$ cat src/rtl/gcd_host.sv
// gcd_host: request-side sequencer for a subtractive GCD core.
//
// Accepts an operand pair on a valid/ready request port. Pairs with a zero
// operand are answered directly as a|b. For other pairs the block resets the
// core, presents A with a start strobe and then B, and waits for done. The
// wait is bounded by TIMEOUT cycles. The result (or a timeout abort) is
// returned on a valid/ready response port.
//
// Ports
//   clk_i          rising-edge clock
//   rst_i          synchronous active-high reset
//   req_valid_i    request present
//   req_ready_o    block can accept a request (IDLE only)
//   req_a_i/b_i    operands
//   rsp_valid_o    response present
//   rsp_ready_i    master accepts the response
//   rsp_gcd_o      result, 0 on timeout
//   rsp_timeout_o  response is a timeout abort
//   core_rst_o     reset to the core (rst_i or CLR state)
//   core_start_o   start strobe to the core, high while A is on the bus
//   core_data_o    core operand bus
//   core_done_i    core finished
//   core_result_i  core result, valid while core_done_i
//
// state   | meaning
// --------+-------------------------------------------------------------
// IDLE    | ready for a request; zero-operand pairs go straight to RESP
// CLR     | core_rst pulse, one cycle
// SEND_A  | core_start=1, core_data=A
// SEND_B  | core_start=0, core_data=B
// WAIT    | waiting for core_done, bounded by TIMEOUT cycles
// RESP    | rsp_valid=1 until the master takes the response
//
// The zero-operand bypass is resolved at accept time. This lets its
// response appear in the cycle right after the accept.

module gcd_host #(
    parameter int WIDTH   = 16,
    parameter int TIMEOUT = 1024
) (
    input  logic             clk_i,
    input  logic             rst_i,
    input  logic             req_valid_i,
    output logic             req_ready_o,
    input  logic [WIDTH-1:0] req_a_i,
    input  logic [WIDTH-1:0] req_b_i,
    output logic             rsp_valid_o,
    input  logic             rsp_ready_i,
    output logic [WIDTH-1:0] rsp_gcd_o,
    output logic             rsp_timeout_o,
    output logic             core_rst_o,
    output logic             core_start_o,
    output logic [WIDTH-1:0] core_data_o,
    input  logic             core_done_i,
    input  logic [WIDTH-1:0] core_result_i
);

    localparam int CNT_W = (TIMEOUT > 1) ? $clog2(TIMEOUT) : 1;
    localparam logic [CNT_W-1:0] CNT_LAST = CNT_W'(TIMEOUT - 1);

    typedef enum logic [2:0] {
        S_IDLE,
        S_CLR,
        S_SEND_A,
        S_SEND_B,
        S_WAIT,
        S_RESP
    } state_e;

    state_e           state_q;
    logic [WIDTH-1:0] op_a_q;
    logic [WIDTH-1:0] op_b_q;
    logic [CNT_W-1:0] cnt_q;
    logic             rsp_valid_q;
    logic [WIDTH-1:0] rsp_gcd_q;
    logic             rsp_timeout_q;
    logic             core_start_q;
    logic [WIDTH-1:0] core_data_q;

    always_ff @(posedge clk_i) begin
        if (rst_i) begin
            state_q       <= S_IDLE;
            op_a_q        <= '0;
            op_b_q        <= '0;
            cnt_q         <= '0;
            rsp_valid_q   <= 1'b0;
            rsp_gcd_q     <= '0;
            rsp_timeout_q <= 1'b0;
            core_start_q  <= 1'b0;
            core_data_q   <= '0;
        end else begin
            case (state_q)
                S_IDLE: begin
                    if (req_valid_i) begin
                        op_a_q <= req_a_i;
                        op_b_q <= req_b_i;
                        // The core hangs on a zero operand, so answer a|b here.
                        if (req_a_i == '0 || req_b_i == '0) begin
                            rsp_gcd_q     <= req_a_i | req_b_i;
                            rsp_timeout_q <= 1'b0;
                            rsp_valid_q   <= 1'b1;
                            state_q       <= S_RESP;
                        end else begin
                            state_q <= S_CLR;
                        end
                    end
                end
                S_CLR: begin
                    core_start_q <= 1'b1;
                    core_data_q  <= op_a_q;
                    state_q      <= S_SEND_A;
                end
                S_SEND_A: begin
                    core_start_q <= 1'b0;
                    core_data_q  <= op_b_q;
                    state_q      <= S_SEND_B;
                end
                S_SEND_B: begin
                    cnt_q   <= '0;
                    state_q <= S_WAIT;
                end
                S_WAIT: begin
                    // done has priority over an expiring timeout
                    if (core_done_i) begin
                        rsp_gcd_q     <= core_result_i;
                        rsp_timeout_q <= 1'b0;
                        rsp_valid_q   <= 1'b1;
                        core_data_q   <= '0;
                        state_q       <= S_RESP;
                    end else if (cnt_q == CNT_LAST) begin
                        rsp_gcd_q     <= '0;
                        rsp_timeout_q <= 1'b1;
                        rsp_valid_q   <= 1'b1;
                        core_data_q   <= '0;
                        state_q       <= S_RESP;
                    end else begin
                        cnt_q <= cnt_q + CNT_W'(1);
                    end
                end
                S_RESP: begin
                    if (rsp_ready_i) begin
                        rsp_valid_q <= 1'b0;
                        state_q     <= S_IDLE;
                    end
                end
                default: begin
                    state_q <= S_IDLE;
                end
            endcase
        end
    end

    // Reset gates these decodes, so both show their reset values while rst_i is high.
    assign req_ready_o   = (state_q == S_IDLE) && !rst_i;
    assign core_rst_o    = rst_i || (state_q == S_CLR);

    assign rsp_valid_o   = rsp_valid_q;
    assign rsp_gcd_o     = rsp_gcd_q;
    assign rsp_timeout_o = rsp_timeout_q;
    assign core_start_o  = core_start_q;
    assign core_data_o   = core_data_q;

endmodule

$ cat config.mk
export PLATFORM = sky130hd
export DESIGN_NAME = gcd_host
export DESIGN_NICKNAME = d
export VERILOG_FILES = /design/src/rtl/gcd_host.sv
export SDC_FILE = /design/constraint.sdc
export NUM_CORES = 1
export LEC_CHECK = 0
export BUFFER_PORTS_ARGS = -buffer_cell sky130_fd_sc_hd__buf_2
export CORE_AREA = 2 2 107 83
export CTS_CLUSTER_DIAMETER = 40
export DETAILED_ROUTE_END_ITERATION = 10
export DIE_AREA = 0 0 109 85
export GPL_TIMING_DRIVEN = 0
export HOLD_SLACK_MARGIN = 0.1
export PLACE_DENSITY = 0.74
export SETUP_SLACK_MARGIN = 0.2
export SLEW_MARGIN = 10
export SYNTH_ARGS = -nofsm -noshare
export SYNTH_HDL_FRONTEND = slang
export SYNTH_SLANG_ARGS = --single-unit
$ cat constraint.sdc
create_clock -name clk_i -period 4.44 [get_ports clk_i]
set_input_delay 0.666 -clock clk_i [delete_from_list [all_inputs] [get_ports clk_i]]
set_output_delay 0.666 -clock clk_i [all_outputs]
set_load 0.01 [all_outputs]
==> results of run 1 <==
-- per-layer routing --
metal  vias up  part of all wire
li1       1839                 -
met1      1729              0.46
met2       143              0.44
met3        24             0.077
met4         0             0.024
met5         -                 0
-- worst min-delay path, stage by stage, from the launching register on --
cell and delay, ns:
dfxtp_1 0.32, nand2_1 0.05, a21oi_1 0.05
-- kinds of logic (layout without fill, tap and decap cells) --
kind of cell	after synthesis	in the layout
multiplexers	16	16
AO/OA/AOI/OAI	141	141
XOR/XNOR	9	9
adder cells (fa/ha/maj)	1	1
buffers and inverters	38	142
flip-flops	80	80
AND/OR/NAND/NOR	184	184
-- power by group through the flow --
| stage | Clock (mW) | Sequential, mW | Combinational [mW] |
|---|---|---|---|
| after floorplan | 0 | 0.873 | 0.266 |
| after global placement | 0 | 0.857 | 0.437 |
| after detailed placement | 0 | 0.860 | 0.444 |
| after CTS | 0.493 | 0.844 | 0.445 |
| after global routing | 0.517 | 0.853 | 0.505 |
| final | 0.480 | 0.844 | 0.448 |
-- placed cells by master (no fill, tap or decap), types with 2 or more instances in the layout --
cell type    n
o21ai_0      5
nand2b_1     2
nand2_1     74
clkbuf_8     9
clkbuf_1    32
nor2b_1      3
nand3_1      5
buf_2       91
a211oi_1    21
clkinvlp_4   2
nor4_1      10
a21oi_1     89
mux2i_1     16
nor3_1       3
a22oi_1     16
a21o_1       2
nand4_1      4
xnor2_1      8
dfxtp_1     80
o31a_1       2
clkinv_4     2
a2111oi_0    2
nor2_1      78
-- final timing paths --
path              start             to  cells after the start
max          state_q[1]     core_rst_o                      5
min           op_b_q[1]      op_b_q[1]                      2
max reg2reg    cnt_q[0]  rsp_gcd_o[15]                      8
min reg2reg   op_b_q[1]      op_b_q[1]                      2
-- layout make-up --
| cell class | instances | area (um^2) | area share |
|---|---|---|---|
| Clock buffer | 11 | 131 | 0.0299 |
| Buffer | 36 | 158 | 0.0359 |
| Inverter | 2 | 7.51 | 0.00171 |
| Sequential cell | 80 | 1600 | 0.365 |
| Timing Repair Buffer | 88 | 440 | 0.100 |
| Clock inverter | 5 | 41.3 | 0.00940 |
| Multi-Input combinational cell | 351 | 1880 | 0.427 |
| Tap cell | 108 | 135 | 0.0308 |
-- synthesized netlist by cell type, types with 4 or more instances --
| library cell | n |
|---|---|
| dfxtp_1 | 80 |
| nor4_1 | 10 |
| nand4_1 | 4 |
| mux2i_1 | 16 |
| a211oi_1 | 21 |
| xnor2_1 | 8 |
| nor2_1 | 78 |
| a21oi_1 | 89 |
| o21ai_0 | 5 |
| a22oi_1 | 16 |
| clkbuf_1 | 30 |
| nand2_1 | 74 |
| nand3_1 | 5 |
-- metrics by stage --
| step | setup slack [ns] | instance area, um^2 | util | power, mW |
|---|---|---|---|---|
| 2_1_floorplan | 2.15 | 3640 | - | 1.14 |
| 3_3_place_gp | 1.65 | 4220 | 0.512 | 1.29 |
| 3_5_place_dp | 1.61 | 4220 | 0.512 | 1.30 |
| 4_1_cts | 1.55 | 4390 | 0.533 | 1.78 |
| 5_1_grt | 1.37 | 4390 | 0.533 | 1.88 |
| 6_report | 1.54 | 4390 | 0.533 | 1.77 |
-- registers in the layout, summed over array words and instances (netlist names) --
register and cells:
cnt_q 10, core_data_o 16, core_start_o 1, op_a_q 16, op_b_q 16, rsp_gcd_o 16
rsp_timeout_o 1, rsp_valid_o 1, state_q 3
==> summary.md, run 1 <==
| Metric | Value |
|---|---|
| Run status | `completed` |
| Synth warn | `0` |
| Met1 Use GR | `0.303` |
| Setup-failing EPs final | `0` |
| Part of the cycle the worst path needs | `0.653` |
| FILL cells | `809` |
| Synth Area in Compound Gates | `0.232` |
| Worst EP arrival | `2.23 ns` |
| Vias | `3735` |
| Combinational power share | `0.253` |
| Synth Area in XOR/XNOR | `0.0216` |
| Seq pwr share | `0.476` |
| Clock sinks | `80` |
| Flops & latches, synth | `80` |
| Critical Path Most Common Cell | `clkbuf_1` |
| Initial Utilization | `0.442` |
| Global-route wire length before repair | `16.5 mm` |
| Gate Count Post-Synth | `469` |
| Non-Filler Instances | `681` |
| Remaining Overflow, GRT | `0` |
| Met2 usage | `0.355` |
| Area growth syn-to-layout | `20.5%` |
| Ports | `90` |
| Detailed Route Iter0 Violations | `248` |
| Max Cap Viol | `0` |
| Pwr Density | `403 nW/um^2` |
| Sequential fraction of the synthesis area | `0.440` |
| Clk_lat worst skew | `0.36 ns` |
| Fmax | `345 MHz` |
| # hold bufs at CTS | `0` |
| Ratio of cells with drive above 1 in the final layout | `0.192` |
| Crit Path Category | `flop to output pin` |
| Drc violations | `0` |
| Post-CTS sizing | `0` |
| Share of the synthesized area in the top cell type | `0.440` |
| Detailed Place HPWL | `8.02 mm` |
| Busiest grt layer | `met2` |
| IO Port Bufs | `88` |
| Int Power | `1.17 mW` |
| Row count | `29` |
| Hold slack | `0.463 ns` |
| Detail-routed via count per cell | `5.48` |
| Vias in the first global route | `3523` |
| Post-synth ARST share | `0` |
| Top_reg_cell synth | `dfxtp_1` |
| Post-Syn Area per Cell | `7.77 um^2` |
| TritonCTS clock tree | `done` |
| HP Class | `flop to flop` |
| Top cells by area, synth | `dfxtp_1 44%, a21oi_1 12%, nor2_1 8.0%` |
| Worst vdd ir | `0.223 mV` |
| Final critical-path required period | `2.90 ns` |
| CP max-delay cell | `dfxtp_1` |
| Number of antenna violations at the first check in global routing | `0` |
| Switching Fraction | `0.342` |
| Final ANT Viol Nets | `0` |
| Max H-tree Level | `3` |
| WL/cell | `15.3 um` |
| Die height | `85 um` |
| Cell variety after synth | `36` |
| Switch Pwr | `0.605 mW` |
| Core area | `8240 um^2` |
| M3 GR Usage | `0.0691` |
| Die span in x | `109 um` |
| Synth Area in Simple Gates | `0.214` |
| RSZ-0062 raised after global routing | `false` |
| TritonRoute pass-1 iters | `5` |
| Leakage | `1.71 nW` |
| Largest family of logic cells by synthesized area | `compound AO/OA/AOI/OAI gates` |
| Req. time, crit path | `3.77 ns` |
| Worst R2R Setup Slack | `2.05 ns` |
| Diodes inserted | `0` |
| Cell Area, Synth | `3640 um^2` |
| Die ar. | `9270 um^2` |
| Synth area leader | `dfxtp_1` |
| Routed wire length | `10.4 mm` |
| Crit path buf inv count | `4` |
| Clock power frac | `0.271` |
| Final Hold Viols | `0` |
| Synth Net Count | `523` |
| Clock root buffer | `clkbuf_8` |
| RD Place Congestion | `0.930` |
| Worst path top cell family by delay | `buffers and inverters` |
| Synth Area in Adders | `0.00343` |
| Nets | `622` |
| Largest net degree at the start of global routing | `15` |
| Critical Path Start Type | `flop` |
| Setup tns final | `0 ns` |
| Max clock buf depth | `2` |
| Max_slew headroom | `0.494` |
| Measured slew at the worst slew-check pin | `0.752 ns` |
| Num CTS Buffers | `9` |
| CP max FO | `10` |
| CP Cell Sequence | `clkbuf_1 > clkinv_1 > clkbuf_1 > a21o_1 > buf_2` |
| Number of enable flip-flop cells after synthesis | `0` |
| GRT Overall Usage | `0.229` |
| CP endpoint kind | `output pin` |
| Worst Skew | `0.0114 ns` |
| Worst path max stage delay | `0.43 ns` |
| Pins Over Slew Limit | `0` |
| Multiplexer share of the synthesized area | `0.0440` |
| Setup Buffers After CTS | `0` |
| Placed Instances | `665` |
| Clock slew at reported path FFs | `0.08 ns` |
(Power assumes the default switching activity.)
==> run 2: changes to the inputs <==
- ABC_AREA: not set -> 1
- CORE_AREA: 2 2 107 83 -> 2 2 109 84
- DIE_AREA: 0 0 109 85 -> 0 0 111 86
- PLACE_DENSITY: 0.74 -> 0.73
- clock period: 4.44 -> 2.85 ns (I/O delays scaled with it)
==> run 2 against run 1 <==
Core utilization grew 2.2 points. Worst setup slack lost 0.71 ns. Clock skew shrank 0.0064 ns. Count of clock-buffer cells in the layout shrank 2. Final cell count grew 14%. Power grew 81%. Routed wire length grew 6.5%. Largest cell class unchanged.
==> summary.md, run 2 <==
| Metric | Value |
|---|---|
| Final critical-path required period | `2.02 ns` |
| Number of antenna violations at the first check in global routing | `0` |
| Synth warn | `0` |
| Measured slew at the worst slew-check pin | `0.541 ns` |
| Storage cell area | `1600 um^2` |
| Max clock buf depth | `2` |
| Worst reg2reg endpoint | `core_data_o[7]` |
| Req. time, crit path | `2.42 ns` |
| Max Cap Viol | `0` |
| FILL cells | `829` |
| RD Place Congestion | `0.909` |
| Hold slack | `0.385 ns` |
| # hold bufs at CTS | `0` |
| CP max FO | `10` |
| Most common library cells after synthesis | `137 x nand2_1, 88 x nor2_1, 80 x dfxtp_1, 74 x a21oi_1, 56 x inv_1` |
| Clock slew at reported path FFs | `0.07 ns` |
| Largest net degree at the start of global routing | `16` |
| Worst R2R Setup Slack | `0.94 ns` |
| Setup-failing EPs final | `0` |
| Detail-routed via count per cell | `5.18` |
| WL/cell | `14.3 um` |
| Final core utilization | `0.555` |
| Detailed Route Iter0 Violations | `444` |
| Sequential fraction of the synthesis area | `0.429` |
| Die span in x | `111 um` |
| Pins Over Slew Limit | `0` |
| Number of enable flip-flop cells after synthesis | `0` |
| Int Power | `2.30 mW` |
| Hold path start | `req_b_i[8]` |
| Max H-tree Level | `3` |
| Row count | `29` |
| Combinational power share | `0.180` |
| Worst EP arrival | `1.59 ns` |
| Worst Reg2Reg Path Length in Cells | `9` |
| Clock root buffer | `clkbuf_16` |
| Diodes inserted | `0` |
| Multi-input logic area | `1770 um^2` |
| CP endpoint kind | `output pin` |
| Worst vdd ir | `0.366 mV` |
| Synth area leader | `dfxtp_1` |
| Top cells by area, synth | `dfxtp_1 43%, nand2_1 14%, a21oi_1 9.9%` |
| Flops & latches, synth | `80` |
| Area growth syn-to-layout | `24.7%` |
| Area after DPL | `4300 um^2` |
| Fmax | `495 MHz` |
| Post-Syn Area per Cell | `6.63 um^2` |
| Setup Buffers After CTS | `0` |
| Initial Utilization | `0.445` |
| Clk_lat worst skew | `0.33 ns` |
| Final ANT Viol Nets | `0` |
| Switch Pwr | `0.917 mW` |
| Hold path cells | `3` |
| Switching Fraction | `0.285` |
| Share of the synthesized area in the top cell type | `0.429` |
| Leakage | `2.17 nW` |
| Ratio of cells with drive above 1 in the final layout | `0.194` |
| Post-CTS sizing | `0` |
| HP Class | `input pin to flop` |
| Remaining Overflow, GRT | `0` |
| Worst Skew | `0.00504 ns` |
| Cell Area, Synth | `3730 um^2` |
| Clock sinks | `80` |
| Ports | `90` |
| Post-synth ARST share | `0` |
| TritonRoute pass-1 iters | `5` |
| Gate Count Post-Synth | `563` |
| Hold endpoint | `op_b_q[8]` |
| Run status | `completed` |
| Cell variety after synth | `28` |
| GRT Overall Usage | `0.232` |
| RSZ-0062 raised after global routing | `false` |
| Max_slew headroom | `0.639` |
| Vias | `4006` |
| Top_reg_cell synth | `dfxtp_1` |
| Num CTS Buffers | `9` |
| Setup tns final | `0 ns` |
| Clock power frac | `0.420` |
| Detailed Place HPWL | `8.29 mm` |
| Pwr Density | `690 nW/um^2` |
| Final Hold Viols | `0` |
| Nets | `715` |
| Reg2reg start | `cnt_q[0]` |
| Count leader, synth | `nand2_1` |
| Global-route wire length before repair | `17.4 mm` |
| Routed wire length | `11.1 mm` |
| TritonCTS clock tree | `done` |
| Part of the cycle the worst path needs | `0.708` |
| Vias in the first global route | `3522` |
| Critical Path Start Type | `input pin` |
| Commonest cells after routing, fill and taps aside | `137 x nand2_1, 97 x buf_2, 88 x nor2_1` |
| Die height | `86 um` |
| Synth Net Count | `617` |
| Commonest non-fill, non-tap cell in the layout | `nand2_1` |
| Seq pwr share | `0.400` |
| Die ar. | `9550 um^2` |
| Drc violations | `0` |
| Core area | `8380 um^2` |
| Final instance area | `4650 um^2` |
| Crit Path Category | `input pin to output pin` |
| IO Port Bufs | `87` |
## run 2: cell count changes after synthesis, sizes merged, moves of 4 or more
cell	delta
a211oi	-21
a21oi	-14
a22oi	-16
buf	+9
clkbuf	-17
inv	+57
mux2i	-16
nand2	+65
nand3	+23
nand4	-4
nor2	+14
nor4	-10
o21ai	+48
xnor2	-8
## run 2: worst max path at each step
stage	start	endpoint	cells past startpoint
2_1_floorplan	rst_i	core_rst_o	4
3_3_place_gp	rst_i	core_rst_o	5
3_5_place_dp	rst_i	core_rst_o	5
4_1_cts	rst_i	core_rst_o	5
5_1_grt	rst_i	core_rst_o	5
6_report	rst_i	core_rst_o	5
## run 2: critical path, stage by stage
cell	delay [ns]
clkbuf_1	0.19
inv_1	0.24
clkbuf_1	0.41
nand2_1	0.15
buf_2	0.17
## run 2: area by class of cell
type | instances | share of cell area
buffer | 28 | 0.0301
timing repair buffer | 87 | 0.0936
sequential | 80 | 0.344
tap | 108 | 0.0290
inverter | 58 | 0.0468
clock buffer | 9 | 0.0484
clock inverter | 7 | 0.0272
multi-input combinational | 397 | 0.381
## run 2: logic make-up (layout without fill, tap and decap cells)
kind of cell	count (synthesis)	after routing	share of synthesized area
compound gates	131	131	0.178
fa+ha+maj	1	1	0.00335
buf+inv	86	189	0.0959
flops	80	80	0.429
simple gates	265	265	0.293
## run 2: per-stage QoR
step	worst slack, ns	total power, mW	instances
4_1_cts	0.860	3.23	774
6_report	0.832	3.21	774
3_3_place_gp	0.881	1.86	758
3_5_place_dp	0.871	1.87	758
2_1_floorplan	1.28	1.65	563
5_1_grt	0.697	3.36	774
## run 2: routing by layer
metal / track usage / routed length (um)
met2: 0.348 / 4710
met3: 0.0622 / 1030
met1: 0.334 / 5200
met4: 0.0534 / 142
met5: 0 / 0
## run 2: power groups by stage
stage                     clock network (mW)  registers (mW)  logic [mW]
after CTS                               1.37            1.28       0.570
after floorplan                            0            1.33       0.326
after detailed placement                   0            1.31       0.565
final                                   1.35            1.28       0.578
after global placement                     0            1.30       0.555
after global routing                    1.42            1.30       0.642
